==> src/rtl/mem_arbiter_pkg.sv <==
// Shared types for the unified memory-port arbiter: FSM state and the
// request record held in each pending buffer.
package mem_arbiter_pkg;

    typedef enum logic [1:0] {
        IDLE,
        I_WAIT,
        D_WAIT
    } arb_state_t;

    typedef struct packed {
        logic [31:0] addr;
        logic [3:0]  rmask;
        logic [3:0]  wmask;
        logic [31:0] wdata;
    } mem_req_t;

    function automatic logic req_valid(input mem_req_t r);
        return |{r.rmask, r.wmask};
    endfunction

endpackage

==> src/rtl/mem_arb_req_buf.sv <==
// One pending slot: captures a single-cycle request pulse and holds it
// until the arbiter reports the owning transaction complete.
module mem_arb_req_buf
    import mem_arbiter_pkg::*;
(
    input  logic     clk,
    input  logic     rst_n,
    input  mem_req_t in_req,
    input  logic     clear,
    output logic     pending,
    output logic     cap,
    output mem_req_t req
);

    mem_req_t req_q;
    logic     in_vld;

    assign in_vld = req_valid(in_req);
    // A request on the completing edge refills the slot; otherwise only an empty slot accepts.
    assign cap    = in_vld && (!pending || clear);
    assign req    = cap ? in_req : req_q;

    always_ff @(posedge clk or negedge rst_n) begin
        if (!rst_n) begin
            pending <= 1'b0;
            req_q   <= '0;
        end else if (cap) begin
            pending <= 1'b1;
            req_q   <= in_req;
        end else if (clear) begin
            pending <= 1'b0;
        end
    end

`ifndef SYNTHESIS
    a_no_overrun: assert property (@(posedge clk) disable iff (!rst_n)
        !(in_vld && pending && !clear));
`endif

endmodule

==> src/rtl/mem_arbiter.sv <==
// Arbitrates one downstream memory port between fetch (imem) and data (dmem).
// Define MEM_ARB_PERF_EN to build the grant/conflict performance counters.
module mem_arbiter
    import mem_arbiter_pkg::*;
#(
    parameter int STARVE_LIMIT = 4,
    parameter int CNT_W        = 32
) (
    input  logic             clk,
    input  logic             rst_n,
    input  logic [31:0]      imem_addr,
    input  logic [3:0]       imem_rmask,
    output logic [31:0]      imem_rdata,
    output logic             imem_resp,
    input  logic [31:0]      dmem_addr,
    input  logic [3:0]       dmem_rmask,
    input  logic [3:0]       dmem_wmask,
    input  logic [31:0]      dmem_wdata,
    output logic [31:0]      dmem_rdata,
    output logic             dmem_resp,
    output logic [31:0]      mem_addr,
    output logic [3:0]       mem_rmask,
    output logic [3:0]       mem_wmask,
    output logic [31:0]      mem_wdata,
    input  logic [31:0]      mem_rdata,
    input  logic             mem_resp,
    output logic [CNT_W-1:0] perf_imem_grants,
    output logic [CNT_W-1:0] perf_dmem_grants,
    output logic [CNT_W-1:0] perf_conflict_cycles
);

    localparam int SW = $clog2(STARVE_LIMIT + 1);

    arb_state_t    state, state_d;
    logic [SW-1:0] starve_cnt, starve_d;
    mem_req_t      i_in, d_in, i_req, d_req, gnt_req;
    logic          i_pend, d_pend, i_cap, d_cap, i_clr, d_clr;
    logic          gnt_i, gnt_d, starved;

    always_comb begin
        i_in       = '0;
        i_in.addr  = imem_addr;
        i_in.rmask = imem_rmask;
        d_in       = '0;
        d_in.addr  = dmem_addr;
        d_in.wmask = dmem_wmask;
        d_in.wdata = dmem_wdata;
        // A combined load/store pulse is treated as the store alone.
        d_in.rmask = (dmem_wmask != '0) ? '0 : dmem_rmask;
    end

    assign i_clr = mem_resp && (state == I_WAIT);
    assign d_clr = mem_resp && (state == D_WAIT);

    mem_arb_req_buf u_ibuf (
        .clk(clk), .rst_n(rst_n), .in_req(i_in), .clear(i_clr),
        .pending(i_pend), .cap(i_cap), .req(i_req)
    );

    mem_arb_req_buf u_dbuf (
        .clk(clk), .rst_n(rst_n), .in_req(d_in), .clear(d_clr),
        .pending(d_pend), .cap(d_cap), .req(d_req)
    );

    assign imem_resp  = i_clr;
    assign dmem_resp  = d_clr;
    assign imem_rdata = mem_rdata;
    assign dmem_rdata = mem_rdata;
    assign starved    = (starve_cnt == SW'(STARVE_LIMIT));

    // On a completion the other port is handed the bus directly; if the owner
    // re-requested on that same edge the two compete under the starvation rule.
    always_comb begin
        gnt_i = 1'b0;
        gnt_d = 1'b0;
        unique case (state)
            IDLE: begin
                if (d_pend && !(i_pend && starved)) gnt_d = 1'b1;
                else if (i_pend)                    gnt_i = 1'b1;
            end
            I_WAIT: begin
                if (mem_resp && (d_pend || d_cap)) begin
                    if (i_cap && starved) gnt_i = 1'b1;
                    else                  gnt_d = 1'b1;
                end
            end
            D_WAIT: begin
                if (mem_resp && (i_pend || i_cap)) begin
                    if (d_cap && !starved) gnt_d = 1'b1;
                    else                   gnt_i = 1'b1;
                end
            end
            default: ;
        endcase
    end

    always_comb begin
        state_d = state;
        if (gnt_i)                           state_d = I_WAIT;
        else if (gnt_d)                      state_d = D_WAIT;
        else if (mem_resp && state != IDLE)  state_d = IDLE;

        if (gnt_i || !i_pend)                starve_d = '0;
        else if (gnt_d && !starved)          starve_d = starve_cnt + SW'(1);
        else                                 starve_d = starve_cnt;

        gnt_req = gnt_i ? i_req : d_req;
    end

    always_ff @(posedge clk or negedge rst_n) begin
        if (!rst_n) begin
            state      <= IDLE;
            starve_cnt <= '0;
            mem_addr   <= '0;
            mem_rmask  <= '0;
            mem_wmask  <= '0;
            mem_wdata  <= '0;
        end else begin
            state      <= state_d;
            starve_cnt <= starve_d;
            mem_rmask  <= '0;
            mem_wmask  <= '0;
            if (gnt_i || gnt_d) begin
                mem_addr  <= gnt_req.addr;
                mem_rmask <= gnt_req.rmask;
                mem_wmask <= gnt_req.wmask;
                mem_wdata <= gnt_req.wdata;
            end
        end
    end

`ifdef MEM_ARB_PERF_EN
    always_ff @(posedge clk or negedge rst_n) begin
        if (!rst_n) begin
            perf_imem_grants     <= '0;
            perf_dmem_grants     <= '0;
            perf_conflict_cycles <= '0;
        end else begin
            if (gnt_i) perf_imem_grants <= perf_imem_grants + CNT_W'(1);
            if (gnt_d) perf_dmem_grants <= perf_dmem_grants + CNT_W'(1);
            if (i_pend && d_pend && state != IDLE)
                perf_conflict_cycles <= perf_conflict_cycles + CNT_W'(1);
        end
    end
`else
    assign perf_imem_grants     = '0;
    assign perf_dmem_grants     = '0;
    assign perf_conflict_cycles = '0;
`endif

endmodule

==> config.mk <==
export PLATFORM = sky130hd
export DESIGN_NAME = mem_arbiter
export DESIGN_NICKNAME = d
export VERILOG_FILES = /design/src/rtl/mem_arbiter_pkg.sv /design/src/rtl/mem_arb_req_buf.sv /design/src/rtl/mem_arbiter.sv
export SDC_FILE = /design/constraint.sdc
export NUM_CORES = 1
export LEC_CHECK = 0
export BUFFER_PORTS_ARGS = -buffer_cell sky130_fd_sc_hd__buf_2
export CAP_MARGIN = 25
export CORE_MARGIN = 3
export CORE_UTILIZATION = 40
export DETAILED_ROUTE_END_ITERATION = 12
export GPL_TIMING_DRIVEN = 0
export PLACE_DENSITY = 0.67
export SYNTH_ARGS = -nofsm -noshare
export SYNTH_HDL_FRONTEND = slang
export SYNTH_SLANG_ARGS = --single-unit
==> constraint.sdc <==
create_clock -name clk -period 2.5 [get_ports clk]
set_input_delay 0.75 -clock clk [delete_from_list [all_inputs] [get_ports clk]]
set_output_delay 0.75 -clock clk [all_outputs]
set_load 0.1 [all_outputs]
# Yosys cells after proc, flatten, opt, wreduce, memory -nomap -nowiden
# Index checks and enable logic that the tools add are counted.
# op_classes
add_sub_neg,1
n_mul,0
div,0
order_cmp,0
n_eq_ne,3
shift,0
mux,28
bitwise_logic,0
n_reduce_logical,31
# ops
operator,count
72-bit 2-to-1 mux,3
1-bit 2-to-1 mux,15
1-bit logical AND,12
4-bit 2-to-1 mux,3
2-bit nonzero test,4
8-bit OR reduction,1
1-bit logical OR,6
2-bit 2-to-1 mux,3
3-bit 2-to-1 mux,2
1-bit case mux with 3 select lines,2
1-bit zero test,4
4-bit nonzero test,1
4-bit OR reduction,1
"3-bit by 1-bit adder with 3-bit output, second input constant",1
"3-bit equality test, second input constant",1
3-bit nonzero test,1
"2-bit by 1-bit equality test with 1-bit output, second input constant",1
"2-bit equality test, second input constant",1
2-bit zero test,1
# totals
register_bits,223
latch_bits,0
ram_bits,0
rom_bits,0
input_bits,143
mem_count,0

# Depth between registers and ports, before layout
# Gate-level depths: netlist of run 1.
# logic_depth
depth_word,11
mapped_depth,10
mapped_depth_nobuf,8

# Hierarchy
# Synthesis of run 1 repeated with hierarchy kept, for this count alone.
# unflattened
cells_unflattened,904
area_unflattened_um2,10428.8
# modules_own_cells
mod,instances,cells_each,area_each_um2,seq_area_each_um2
mem_arb_req_buf,2,157,2720.1,1826.8
mem_arbiter,1,590,4988.5,1926.8

# Worst setup path before layout of run 1
# OpenSTA, ideal clock, no wires.
# synth_path
path_kind,input-to-reg
from,input mem_resp
to,register mem_rmask[0]
setup_time_ps,68
arrival_time_ps,2704
slack_ps,-272
cell_stages,8
path_buffers,3
cell_sequence,nand3b_2 inv_1 a31oi_1 o2bb2ai_2 buf_2 buf_2 clkbuf_1 a32o_1
# synth_between
elab_chain_cells,9
elab_cells_between_ends,27
classes_between,mux: 14; reduce/logical: 13
# synth_rtl
element,line,source
start: declaration,mem_arbiter.sv:26,"input logic mem_resp,"
1-bit logical AND (*),mem_arbiter.sv:53,assign d_clr = mem_resp && (state == D_WAIT);
named net dmem_resp,mem_arbiter.sv:20,"output logic dmem_resp,"
1-bit logical OR (*),mem_arb_req_buf.sv:20,assign cap = in_vld && (!pending || clear);
1-bit logical AND (*),mem_arb_req_buf.sv:20,
1-bit logical AND / 1-bit logical OR (equally long branches),"mem_arbiter.sv:89, mem_arbiter.sv:82",
1-bit 2-to-1 mux / 1-bit logical AND (equally long branches),"mem_arbiter.sv:89, mem_arbiter.sv:82",
1-bit 2-to-1 mux (on tied branches),"mem_arbiter.sv:88, mem_arbiter.sv:82",
1-bit case mux with 3 select lines,mem_arbiter.sv:76,unique case (state)
72-bit 2-to-1 mux / 1-bit logical OR (equally long branches),"mem_arbiter.sv:107, mem_arbiter.sv:123",
4-bit 2-to-1 mux (*),mem_arbiter.sv:123,if (gnt_i || gnt_d) begin
end signal: assignment,mem_arbiter.sv:125,mem_rmask <= gnt_req.rmask;
end: declaration,mem_arbiter.sv:22,"output logic [3:0] mem_rmask,"
# The timed path passes the listed nets; every way through them passes the cells marked *.
# A chain may end at the register's enable or synchronous reset.

# Worst setup path after layout of run 1
# layout_path
from,register state[1]
to,output imem_resp
# layout_between
elab_chain_cells,2
# layout_rtl
element,line,source
start: declaration,mem_arbiter.sv:34,"arb_state_t state, state_d;"
start signal: assignment,mem_arbiter.sv:119,state <= state_d;
2-bit by 1-bit equality test with 1-bit output,mem_arbiter.sv:52,assign i_clr = mem_resp && (state == I_WAIT);
1-bit logical AND,mem_arbiter.sv:52,
end: declaration,mem_arbiter.sv:14,"output logic imem_resp,"
# Every way passes these cells.

==> flow_results.org, run 1 <==
** Setup path
- For the worst flop-to-flop path, the logic depth is 6.
- Biggest fanout along the worst timing path :: 7
- Data on the critical path arrives at its endpoint at 1.65 ns.
- The critical path crosses 3 cells after its start point.
- Ordered list of cells on the worst path :: nand3b_4, clkinvlp_4, buf_4
- Critical path's largest stage delay :: 0.46 ns
- Critical-path top delay cell :: sky130_fd_sc_hd__dfrtp_1
- The worst setup path is launched from a flip-flop.
- Kind of end point of the critical path :: output pin
- For the worst setup path, the data required time is 1.75 ns.
- Delay-heaviest family, CP :: flip-flops
- The number of buffers and inverters on the critical path is 2.
- WS Path Type :: flip-flop to output pin

** Min path
- Path type of the worst min-delay path :: input pin to asynchronous set/reset pin

** Placed design
- Buffers on Ports :: 248
- Post-DP Area :: 12320 sq um
- The congestion estimate from routability-driven global placement came to 0.8377.
- Once placement completed, the tool counted placed cells totaling 1519.
- Timing analysis after detailed placement gives a worst setup slack of -0.6137 ns.
- Detailed placement finished with a half-perimeter wire length of 19080 microns.

** Final layout
- Area growth, synth to finish :: 29.87%
- Final-layout fill cell count :: 2211
- Area taken by multi-input logic gates :: 3515 sq um
- Final design utilization :: 53.63%
- The post-route netlist has 50.60% of its cells at a drive strength greater than 1.
- Register Area :: 5580 sq um
- Final cell count without fillers :: 1570
- Once layout is done, the placed cells without fillers occupy 13230 sq um.
- # nets final :: 1369

** Routing
- In the routed design, unresolved DRC markers number 0.
- Violation count after the first detailed-routing iteration :: 342
- After detailed routing, the number of vias per cell comes to 4.559.
- Average wire per cell in the routed design :: 16.41 microns
- The detail route stage leaves a number of antenna-violating nets equal to 0.
- Routed Wire Length :: 25770 microns
- Count of TritonRoute iterations in the first routing pass :: 4
- Via total after detailed routing :: 7158

** Power
- Net Sw Power :: 10.27 mW
- The worst-case IR drop observed on VDD is 0.7844 mV.
- Of the total power, the clock network draws 17.7%.
- PD cells :: 1562 nW/um^2
- Proportion of power drawn by combinational gates :: 54.9%
- Relative contribution of sequential cells to total power :: 27.4%
- Leakage power total :: 6.977 nW
- Cell internal power dissipation :: 10.41 mW
- Net switching is 49.66% of the power.

** GRT
- Met2 track demand over resource in global routing :: 31.84%
- The number of global-route vias before repair was 7599.
- Busiest metal layer after global routing :: met2
- GR Util met3 :: 3.670%
- The number of antenna violations at the first check in global routing was 5.
- For this run, the total global-route usage over all layers was measured as 18.33%.
- The first global-routing pass estimated 41030 microns of wire.
- In the global route stage, met1 resource usage came out at 23.20%.
- Largest net degree at the start of global routing :: 98
- Overall overflow remaining after global route :: 0

** Clocking
- Cell at the root of the clock tree :: sky130_fd_sc_hd__clkbuf_16
- Number of buffers created by CTS :: 24
- CTS built an H-tree with a depth of 1.
- TritonCTS built the clock tree.
- The later pin in the worst-skew pair is clocked with a latency of 0.51 ns.
- The longest clock path from root to sink contains 3 buffers.
- Clock-pin slew was measured on the worst setup and hold paths at 0.06 ns.
- Clock tree synthesis found a total of 223 sinks.

** Synth
- Cells after Synth :: 850
- Among all cell types in the netlist, the one instantiated most often is sky130_fd_sc_hd__dfrtp_1.
- Of all cell types, the one taking the most synthesized area is sky130_fd_sc_hd__dfrtp_1.
- Number of synthesized register bits :: 223
- A synthesized cell averages 11.99 sq um.
- The most used flip-flop cell after synthesis is sky130_fd_sc_hd__dfrtp_1.
- Sorting the synthesized cells by area gives the leading types as sky130_fd_sc_hd__dfrtp_1 (55%), sky130_fd_sc_hd__buf_4 (12%), sky130_fd_sc_hd__mux2_2 (11%).
- For this run, asynchronously set or reset flops after synthesis account for 100.0%.
- Counting flops with a built-in enable in the synthesized netlist gives 0.
- Area share of the largest cell type after synthesis :: 54.76%
- In this run the cell area of the synthesized design comes to 10190 sq um.
- Commonest cells post-synth :: sky130_fd_sc_hd__dfrtp_1 (223), sky130_fd_sc_hd__buf_4 (161), sky130_fd_sc_hd__mux2_2 (100)
- The Yosys step of the flow raised 0 warnings.
- Number of distinct library cell variants in the gate-level netlist after synthesis :: 46
- Share of the yosys chip area belonging to registers :: 54.76%

** Floorplan
- Boundary pin count :: 377
- The core region is 24680 sq um.
- The initialized floorplan defines 57 standard-cell rows.
- The floorplan step defined a die boundary enclosing 27430 sq um.
- Chip width :: 165.6 microns
- The initial utilization of the core area, before any placement, comes to 41.29%.
- Vertical extent of the die :: 165.6 microns

** Timing
- Measured against its own limit, the worst slew margin works out to 61.01%.
- Timing would allow up to 416.5 MHz.
- Worst hold-check slack :: 0.1459 ns
- Worst clock skew on the final layout :: 0.02226 ns
- Setup violations remaining at the end of the flow were counted as 0.
- Worst setup margin :: 0.09923 ns
- The number of failing hold endpoints at the final stage is 0.
- Final period util :: 96.03%
- Setup repair after global routing left no endpoint under its margin.
- The final number of max-transition violations came to 0.
- Min Clock Period, post-route :: 2.401 ns
- Slew of the pin with the lowest slew margin :: 0.5849 ns

** Outcome
- Outcome :: complete, no violations

** Job
- Max-cap violations in this run came to 0.
## cell families (layout without fill, tap and decap cells)
kind of cell    after synthesis  in the layout  share of synthesized area (%)
compound gates               66             66                          6.152
fa+ha+maj                     2              2                         0.2455
xor+xnor                      1              1                        0.08597
flops                       223            223                          54.76
simple gates                243            243                          12.81
mux                         101            101                          11.15
other cells                   1            101                        0.03680
buf+inv                     213            509                          14.76
## cell usage in the layout, fill, tap and decap left out, types with 3 or more instances in the layout
cell type	synthesis	routed
sky130_fd_sc_hd__nand3_1	56	56
sky130_fd_sc_hd__a221o_1	28	28
sky130_fd_sc_hd__nand2_1	87	87
sky130_fd_sc_hd__inv_1	7	5
sky130_fd_sc_hd__clkbuf_4	0	6
sky130_fd_sc_hd__clkbuf_8	0	5
sky130_fd_sc_hd__dfrtp_1	223	223
sky130_fd_sc_hd__a221o_2	4	4
sky130_fd_sc_hd__clkinv_2	0	4
sky130_fd_sc_hd__nand2_2	6	6
sky130_fd_sc_hd__conb_1	1	96
sky130_fd_sc_hd__a21oi_1	3	3
sky130_fd_sc_hd__and3_1	32	32
sky130_fd_sc_hd__a32o_1	9	9
sky130_fd_sc_hd__nor2_1	5	5
sky130_fd_sc_hd__mux2_2	100	100
sky130_fd_sc_hd__clkbuf_1	13	12
sky130_fd_sc_hd__buf_4	161	169
sky130_fd_sc_hd__bufinv_16	0	3
sky130_fd_sc_hd__clkbuf_2	1	5
sky130_fd_sc_hd__nand3_2	8	8
sky130_fd_sc_hd__diode_2	0	5
sky130_fd_sc_hd__clkbuf_16	0	25
sky130_fd_sc_hd__nor2b_1	37	37
sky130_fd_sc_hd__buf_6	10	10
sky130_fd_sc_hd__o21ai_0	5	5
sky130_fd_sc_hd__buf_2	19	259
## final cells by class
type	count	area share [%]
plain buffers	205	11.46
clock buffers	36	5.342
flip-flops and latches	223	42.17
multi-input cells	509	26.56
diodes	5	0.09455
inverters	7	0.2553
clock inverters	7	0.8320
repair buffers	254	10.23
well taps	324	3.063
## per-layer routing
| metal | vias up | part of all wire, % |
|---|---|---|
| met5 | - | 0 |
| met4 | 0 | 2.7 |
| met3 | 43 | 7.0 |
| met2 | 266 | 50 |
| met1 | 3431 | 41 |
| li1 | 3418 | - |
## power groups by stage
stage / registers, mW / clock network (mW) / logic (mW)
2_1_floorplan: 9.61 / 0 / 5.12
5_1_grt: 5.82 / 3.94 / 12.0
6_report: 5.66 / 3.67 / 11.3
3_3_place_gp: 5.68 / 0 / 11.1
3_5_place_dp: 5.71 / 0 / 11.3
4_1_cts: 5.67 / 3.76 / 11.4
## worst register-to-register path, stage by stage, from the launching register on
cell                       delay, ns
sky130_fd_sc_hd__dfrtp_1        0.46
sky130_fd_sc_hd__nand3b_4       0.25
sky130_fd_sc_hd__a21oi_4        0.32
sky130_fd_sc_hd__buf_2          0.36
sky130_fd_sc_hd__mux2_2         0.39
sky130_fd_sc_hd__and3_1         0.15
sky130_fd_sc_hd__a221o_1        0.26
## registers in the layout, summed over array words and instances (netlist names)
register        count
u_ibuf.pending      1
u_dbuf.pending      1
u_dbuf.req_q       72
starve_cnt          3
mem_addr           32
state               2
mem_rmask           4
mem_wdata          32
mem_wmask           4
u_ibuf.req_q       72
## final timing paths
kind / from / end / slack (ns)
max: state[1]$_DFFE_PN0P_ / imem_resp / 0.1
min: rst_n / mem_addr[20]$_DFFE_PN0P_ / 0.15
max reg2reg: state[1]$_DFFE_PN0P_ / mem_addr[25]$_DFFE_PN0P_ / 0.16
min reg2reg: u_ibuf.req_q[36]$_DFF_PN0_ / u_ibuf.req_q[36]$_DFF_PN0_ / 0.47
max in group asynchronous: rst_n / u_ibuf.req_q[35]$_DFF_PN0_ / 1.56
min in group clk: u_ibuf.req_q[36]$_DFF_PN0_ / u_ibuf.req_q[36]$_DFF_PN0_ / 0.47
## metrics by stage
| step | power [mW] | TNS [ns] |
|---|---|---|
| floorplan | 14.73 | -8.550 |
| global placement | 16.79 | -778.56 |
| detailed placement | 16.99 | -59.39 |
| CTS | 20.85 | 0 |
| global route | 21.76 | 0 |
| finish | 20.67 | 0 |
## what timing repair did
item                                    CTS  global route
buffers inserted                          3             1
endpoints found under the setup margin   78            50
pin swaps                                 1             1
resized for setup                         9            14
hold buffers                              0             0
Power figures use the tool's default switching activity.
==> inputs of run 2 (changes only) <==
--- a/config.mk
+++ b/config.mk
@@ -7,11 +7,14 @@
 export LEC_CHECK = 0
 export BUFFER_PORTS_ARGS = -buffer_cell sky130_fd_sc_hd__buf_2
 export CAP_MARGIN = 25
+export CELL_PAD_IN_SITES_DETAIL_PLACEMENT = 1
+export CELL_PAD_IN_SITES_GLOBAL_PLACEMENT = 1
 export CORE_MARGIN = 3
-export CORE_UTILIZATION = 40
+export CORE_UTILIZATION = 38
 export DETAILED_ROUTE_END_ITERATION = 12
 export GPL_TIMING_DRIVEN = 0
-export PLACE_DENSITY = 0.67
+export PLACE_DENSITY_LB_ADDON = 0.1
+export REMOVE_ABC_BUFFERS = 1
 export SYNTH_ARGS = -nofsm -noshare
 export SYNTH_HDL_FRONTEND = slang
 export SYNTH_SLANG_ARGS = --single-unit
==> flow_results.org, run 2 (synthesis results as in run 1) <==
** Timing
- In the post-route analysis, the smallest setup slack over all paths is 0.06631 ns.
- At the pin with the least slew margin, the transition time is 0.6577 ns.
- For the final database, setup skew stands at 0.01327 ns.
- Headroom to the max-slew limit came out at 55.89%.
- Setup violations remaining at the end of the flow were counted as 0.
- Based on the critical path, the design can be clocked at up to 410.9 MHz.
- The final number of max-transition violations was 0.
- Setup repair after global routing left no endpoint under its margin.
- The number of failing hold endpoints at the final stage came to 0.
- After layout, the worst path uses 97.35% of the clock period.
- Min Clock Period, post-route :: 2.434 ns

** Clocking
- Clock sink count :: 223
- TritonCTS built the clock tree.
- In this run the number of H-tree levels came out at 1.
- Clock tree synthesis selected as its root buffer the cell sky130_fd_sc_hd__clkbuf_16.
- In this run, post-CTS hold repair placed 0 buffers.
- Number of buffers created by CTS :: 27
- The clock passes through at most 3 buffers.
- Clock latency on the worst-skew pair, taken at its later pin, is 0.52 ns.
- After clock tree synthesis, the clock-pin slew on the worst setup and hold paths is 0.06 ns.

** Setup path
- Along the worst path, the maximum fanout reaches 16.
- Kind of end point of the critical path :: flip-flop
- For this design, the slowest cell found on the critical path is sky130_fd_sc_hd__nor4_4.
- Startpoint Class :: input pin
- Ordered list of cells on the worst path :: buf_2, nor4_4, nand2_2, o31ai_4, buf_8, a221oi_4, buf_8, buf_16, buf_16, a221o_1
- By startpoint and endpoint, the worst setup path is classified as input pin to flip-flop.
- Signal arrival time at the worst endpoint :: 2.83 ns
- Crit path buffers/inverters :: 5
- On the critical path the largest part of the delay comes from buffers and inverters.
- The largest single stage delay on the critical path is 0.39 ns.
- Critical Path RT :: 2.90 ns

** Final layout
- In the layout the commonest cells are sky130_fd_sc_hd__dfrtp_1 (223), sky130_fd_sc_hd__buf_2 (181), sky130_fd_sc_hd__mux2_2 (100).
- The library cell used most frequently in the layout, excluding fill and tap cells, is sky130_fd_sc_hd__dfrtp_1.
- Area growth, synth to finish :: 17.76%
- Largest registers :: u_dbuf.req_q x72, u_ibuf.req_q x72
- The layout has 2847 filler cells.
- Share of post-route cells with drive strength above 1 :: 40.24%
- Final design utilization :: 45.79%
- # nets final :: 1135

** Placed design
- Worst Setup Slack post-DPL :: -1.248 ns
- Routability-driven placement finished with a final weighted congestion of 0.7240.
- Port buffering added 184 buffers.
- Once detailed placement completed, the half-perimeter wirelength came to 19200 microns.

** GRT
- Global routing consumed, over all layers together, 19.38% of the routing resources.
- The number of global-route vias before repair came to 7080.
- Entering global routing, the biggest net connects 102 pins.
- Antenna violations before repair :: 6
- The first global-routing pass estimated 43300 microns of wire.
- Overall overflow remaining after global route :: 0

** Routing
- Routed Wire Length :: 29160 microns
- The first detailed-routing pass ran for 4 iterations.
- Violation count after the first detailed-routing iteration :: 284
- Via total after detailed routing :: 6619
- DRC viols :: 0
- Detailed-route vias per instance :: 4.921
- Average wire per cell in the routed design :: 21.68 microns
- Number of routed nets with antenna violations :: 0

** Power
- Leakage power total :: 5.975 nW
- PD cells :: 1705 nW/um^2
- The worst-case IR drop observed on VDD is 0.9696 mV.

** Floorplan
- Boundary pin count :: 377
- From bottom edge to top edge, the die measures 169.8 microns.
- The initialized floorplan defines 59 standard-cell rows.
- Overall die area :: 28820 sq um
- In this run the standard cell core region covers 26210 sq um.
- Once the floorplan was initialized, standard cells occupied 38.88% of the core.
- From left edge to right edge, the die measures 169.8 microns.

** Job
- Maxcap violations :: 0

** Min path
- Path type of the worst min-delay path :: input pin to asynchronous set/reset pin

** Outcome
- The flow ran to the end, and the final reports show no timing, DRC or antenna violations.
[run 2: through the flow]
stage          instances  power [mW]  hold WS [ns]  TNS (ns)  instance area, sq um
3_5_place_dp        1275       16.50        0.4650   -101.10                 10840
2_1_floorplan        739       13.70        0.4410   -223.64                  9069
3_3_place_gp        1258       15.45        0.4573  -1451.48                 10410
6_report            1345       20.46        0.1091         0                 12000
4_1_cts             1335       20.43        0.1036         0                 11870
5_1_grt             1344       21.63        0.1060         0                 12000
[run 2: final timing paths]
path,startpoint,endpoint,slack [ns],cells past startpoint
worst max-delay path,dmem_wmask[3],mem_addr[29]$_DFFE_PN0P_,0.07,10
worst min-delay path,rst_n,u_dbuf.req_q[37]$_DFF_PN0_,0.11,1
worst max register to register,starve_cnt[0]$_DFFE_PN0P_,mem_addr[29]$_DFFE_PN0P_,0.12,11
worst min register to register,mem_wdata[2]$_DFFE_PN0P_,mem_wdata[2]$_DFFE_PN0P_,0.48,2
max in group asynchronous,rst_n,u_ibuf.req_q[1]$_DFF_PN0_,1.57,2
min in group clk,imem_addr[17],u_ibuf.req_q[57]$_DFF_PN0_,0.47,2
[run 2: layer usage]
layer	up-vias	track usage, %	wire, microns
li1	2943	-	-
met1	3325	25.70	12550
met2	287	28.36	12620
met3	50	10.06	3277
met4	14	3.236	419
met5	-	5.351	285
[run 2: power breakdown]
group / total (mW) / internal, mW / switching, mW
registers: 5.67 / 5.12 / 0.551
logic: 11.1 / 3.12 / 8.00
clock network: 3.67 / 2.18 / 1.48
[run 2: final cells by class]
class                      count  area, sq um  share of cell area (%)
inverter                       7        26.28                  0.2190
clock inverter                 8        46.29                  0.3858
multi-input combinational    510         3598                   29.99
antenna                        1        2.502                 0.02086
tap                          335        419.2                   3.493
clock buffer                  40        794.5                   6.621
timing repair buffer         221         1531                   12.76
sequential                   223         5580                   46.51
[run 2: timing repair]
item | in CTS | in global routing
endpoints found under the setup margin | 73 | 42
pin swaps | 7 | 3
gates resized for setup | 17 | 2
buffers inserted | 11 | 7
gates cloned | 1 | 2
==> inputs of run 3 (changes only) <==
--- a/config.mk
+++ b/config.mk
@@ -11,6 +11,7 @@
 export CELL_PAD_IN_SITES_GLOBAL_PLACEMENT = 1
 export CORE_MARGIN = 3
 export CORE_UTILIZATION = 38
+export CTS_BUF_LIST = sky130_fd_sc_hd__clkbuf_16
 export DETAILED_ROUTE_END_ITERATION = 12
 export GPL_TIMING_DRIVEN = 0
 export PLACE_DENSITY_LB_ADDON = 0.1
==> flow_results.org, run 3 (synthesis results as in run 1) <==
** Outcome
- Outcome :: complete, no violations

** Power
- Summed over all cells, the static leakage comes to 5.961 nW.
- Cell internal power dissipation :: 10.18 mW
- Net switching is 49.63% of the power.
- In this run, the clock network consumes 16.9% of the power.
- Per report_power, the combinational group accounts for 55.0% of the total.
- Net Sw Power :: 10.04 mW
- Relative contribution of sequential cells to total power :: 28.0%
- For this design the ratio of total power to cell area is 1695 nW/um^2.
- IR analysis of the VDD net gives a maximum drop of 0.9697 mV.

** Setup path
- Ordered list of cells on the worst path :: buf_2, nor4_4, nand2_2, o31ai_4, buf_8, a221oi_4, buf_8, buf_16, buf_16, a221o_1
- Biggest fanout along the worst timing path :: 16
- At the worst endpoint, the required time is 2.90 ns.
- Delay-heaviest family, CP :: buffers and inverters
- The critical path contains buffers and inverters numbering 5 combined.
- WS Path Type :: input pin to flip-flop
- Critical path's largest stage delay :: 0.39 ns
- Startpoint Class :: input pin
- Signal arrival time at the worst endpoint :: 2.83 ns
- The worst setup path is captured at a flip-flop.
- Critical-path top delay cell :: sky130_fd_sc_hd__nor4_4

** Final layout
- # nets final :: 1135
- Final cell count without fillers :: 1345
- Final instance area :: 11930 sq um
- Area growth, synth to finish :: 17.07%
- Largest registers :: u_dbuf.req_q x72, u_ibuf.req_q x72
- Share of post-route cells with drive strength above 1 :: 39.54%
- Leading cell types in the layout, fill and taps excluded :: sky130_fd_sc_hd__dfrtp_1 (223), sky130_fd_sc_hd__buf_2 (181), sky130_fd_sc_hd__mux2_2 (100)
- Most common cell after layout, fill and taps aside :: sky130_fd_sc_hd__dfrtp_1

** Floorplan
- Vertical extent of the die :: 169.8 microns
- Once the floorplan was initialized, standard cells occupied 38.88% of the core.
- Overall die area :: 28820 sq um
- Core area :: 26210 sq um
- Chip width :: 169.8 microns
- Boundary pin count :: 377
- Number of placement rows :: 59

** Clocking
- In this run the number of H-tree levels came out at 1.
- Maximum root-to-sink buffer count :: 3
- The clock reaches the later pin of the worst-skew pair after 0.52 ns.
- Clock sink count :: 223
- TritonCTS clock tree :: done
- Cell at the root of the clock tree :: sky130_fd_sc_hd__clkbuf_16
- Clock Pin Slew Worst Setup and Hold Paths :: 0.06 ns
- Clock tree synthesis inserted a total of 27 buffers.

** Placed design
- Once detailed placement completed, the half-perimeter wirelength came to 19200 microns.
- Final estimated routing congestion in global placement :: 0.7240
- During placement, the flow inserted port buffers numbering 184.
- Post-DP Area :: 10840 sq um
- Once placement completed, the tool counted placed cells totaling 1275.

** Min path
- Path type of the worst min-delay path :: input pin to asynchronous set/reset pin

** Routing
- Summing over every cut layer, the via total after detailed routing is 6611.
- Number of routed nets with antenna violations :: 0
- The first routing iteration left 307 violations.
- Dividing the detail-routed via count by the number of cells gives 4.915.
- After detailed routing, the average wire length per cell comes to 21.70 microns.
- Count of TritonRoute iterations in the first routing pass :: 4
- For this block, the routed nets add up to 29190 microns of wire.
- DRC viols :: 0

** Timing
- Counting I/O delays and the setup requirement, the final critical path takes 2.433 ns.
- At the pin with the least slew margin, the transition time is 0.6811 ns.
- Final period util :: 97.31%
- Number of slew-limit violations in the final report :: 0
- Upper clock frequency limit :: 411.1 MHz
- For the final database, setup skew stands at 0.01326 ns.
- Measured against its own limit, the worst slew margin works out to 54.33%.
- Setup repair after global routing left no endpoint under its margin.
- Setup violations remaining at the end of the flow were counted as 0.
- The number of failing hold endpoints at the final stage was 0.

** GRT
- For this run, the total global-route usage over all layers was measured as 19.37%.
- The first global-routing pass estimated 43280 microns of wire.
- Antenna violations before repair :: 6
- Largest net degree at the start of global routing :: 102
- The number of global-route vias before repair is 7077.
- Overall overflow remaining after global route :: 0

** Job
- Maxcap violations :: 0
run 3: cell types whose count changed in the layout (fill, tap and decap cells not counted), sizes merged:
cell | previous run | this run
clkbuf | 42 | 29
clkinv | 6 | 13
inv | 8 | 14
run 3: path summary, 6_finish.rpt:
path	startpoint	to	slack [ns]	cells past startpoint
max	dmem_wmask[3]	mem_addr[29]$_DFFE_PN0P_	0.07	10
min	rst_n	u_dbuf.req_q[37]$_DFF_PN0_	0.11	1
max reg2reg	starve_cnt[0]$_DFFE_PN0P_	mem_addr[29]$_DFFE_PN0P_	0.12	11
min reg2reg	mem_wdata[2]$_DFFE_PN0P_	mem_wdata[2]$_DFFE_PN0P_	0.49	2
max in group asynchronous	rst_n	u_ibuf.req_q[1]$_DFF_PN0_	1.56	2
min in group clk	imem_addr[17]	u_ibuf.req_q[57]$_DFF_PN0_	0.47	2
run 3: worst reg2reg max path: cells and delay by family (launching register included):
family | cells | cell delay [ns]
buffers and inverters | 5 | 0.68
AOI/OAI and AO/OA | 4 | 0.80
adders and majority gates | 1 | 0.22
and+or+nand+nor | 1 | 0.25
DFF | 1 | 0.37
run 3: timing repair:
item,CTS,global route
pin swaps,7,3
hold buffers,0,0
cloned,1,2
buffers inserted,11,7
resized for setup,17,2
setup endpoints to repair,73,42
hold endpoints to repair,0,0
run 3: final cells by class:
type / count / area [sq um]
fill: 2851 / 14280
clock inverter: 21 / 95.09
antenna: 1 / 2.502
timing repair buffer: 221 / 1531
tap: 335 / 419.2
clock buffer: 27 / 675.6
sequential: 223 / 5580
inverter: 7 / 26.28
multi-input combinational: 510 / 3598
run 3: power by group through the flow:
stage	logic [mW]	clock network, mW	registers, mW
after floorplan	4.09	0	9.61
after global placement	9.79	0	5.66
after detailed placement	10.8	0	5.72
after CTS	10.9	3.54	5.69
after global routing	11.8	3.71	5.84
final	11.1	3.42	5.67
run 3: routing by layer:
metal / wire, microns / global-route usage (%) / up-vias
li1: - / - / 2943
met1: 12590 / 25.72 / 3319
met2: 12620 / 28.32 / 286
met3: 3268 / 10.06 / 49
met4: 421 / 3.236 / 14
met5: 285 / 5.351 / -
run 3: stage by stage:
step	setup WS, ns	power [mW]	hold WS (ns)	setup TNS (ns)	util [%]
6_report	0.06724	20.22	0.1088	0	45.52
5_1_grt	0.004948	21.39	0.1056	0	45.51
4_1_cts	0.02737	20.18	0.1039	0	45.03
3_5_place_dp	-1.248	16.50	0.4650	-101.10	41.35
3_3_place_gp	-4.693	15.45	0.4573	-1451.48	39.72
2_1_floorplan	-1.821	13.70	0.4410	-223.64	-
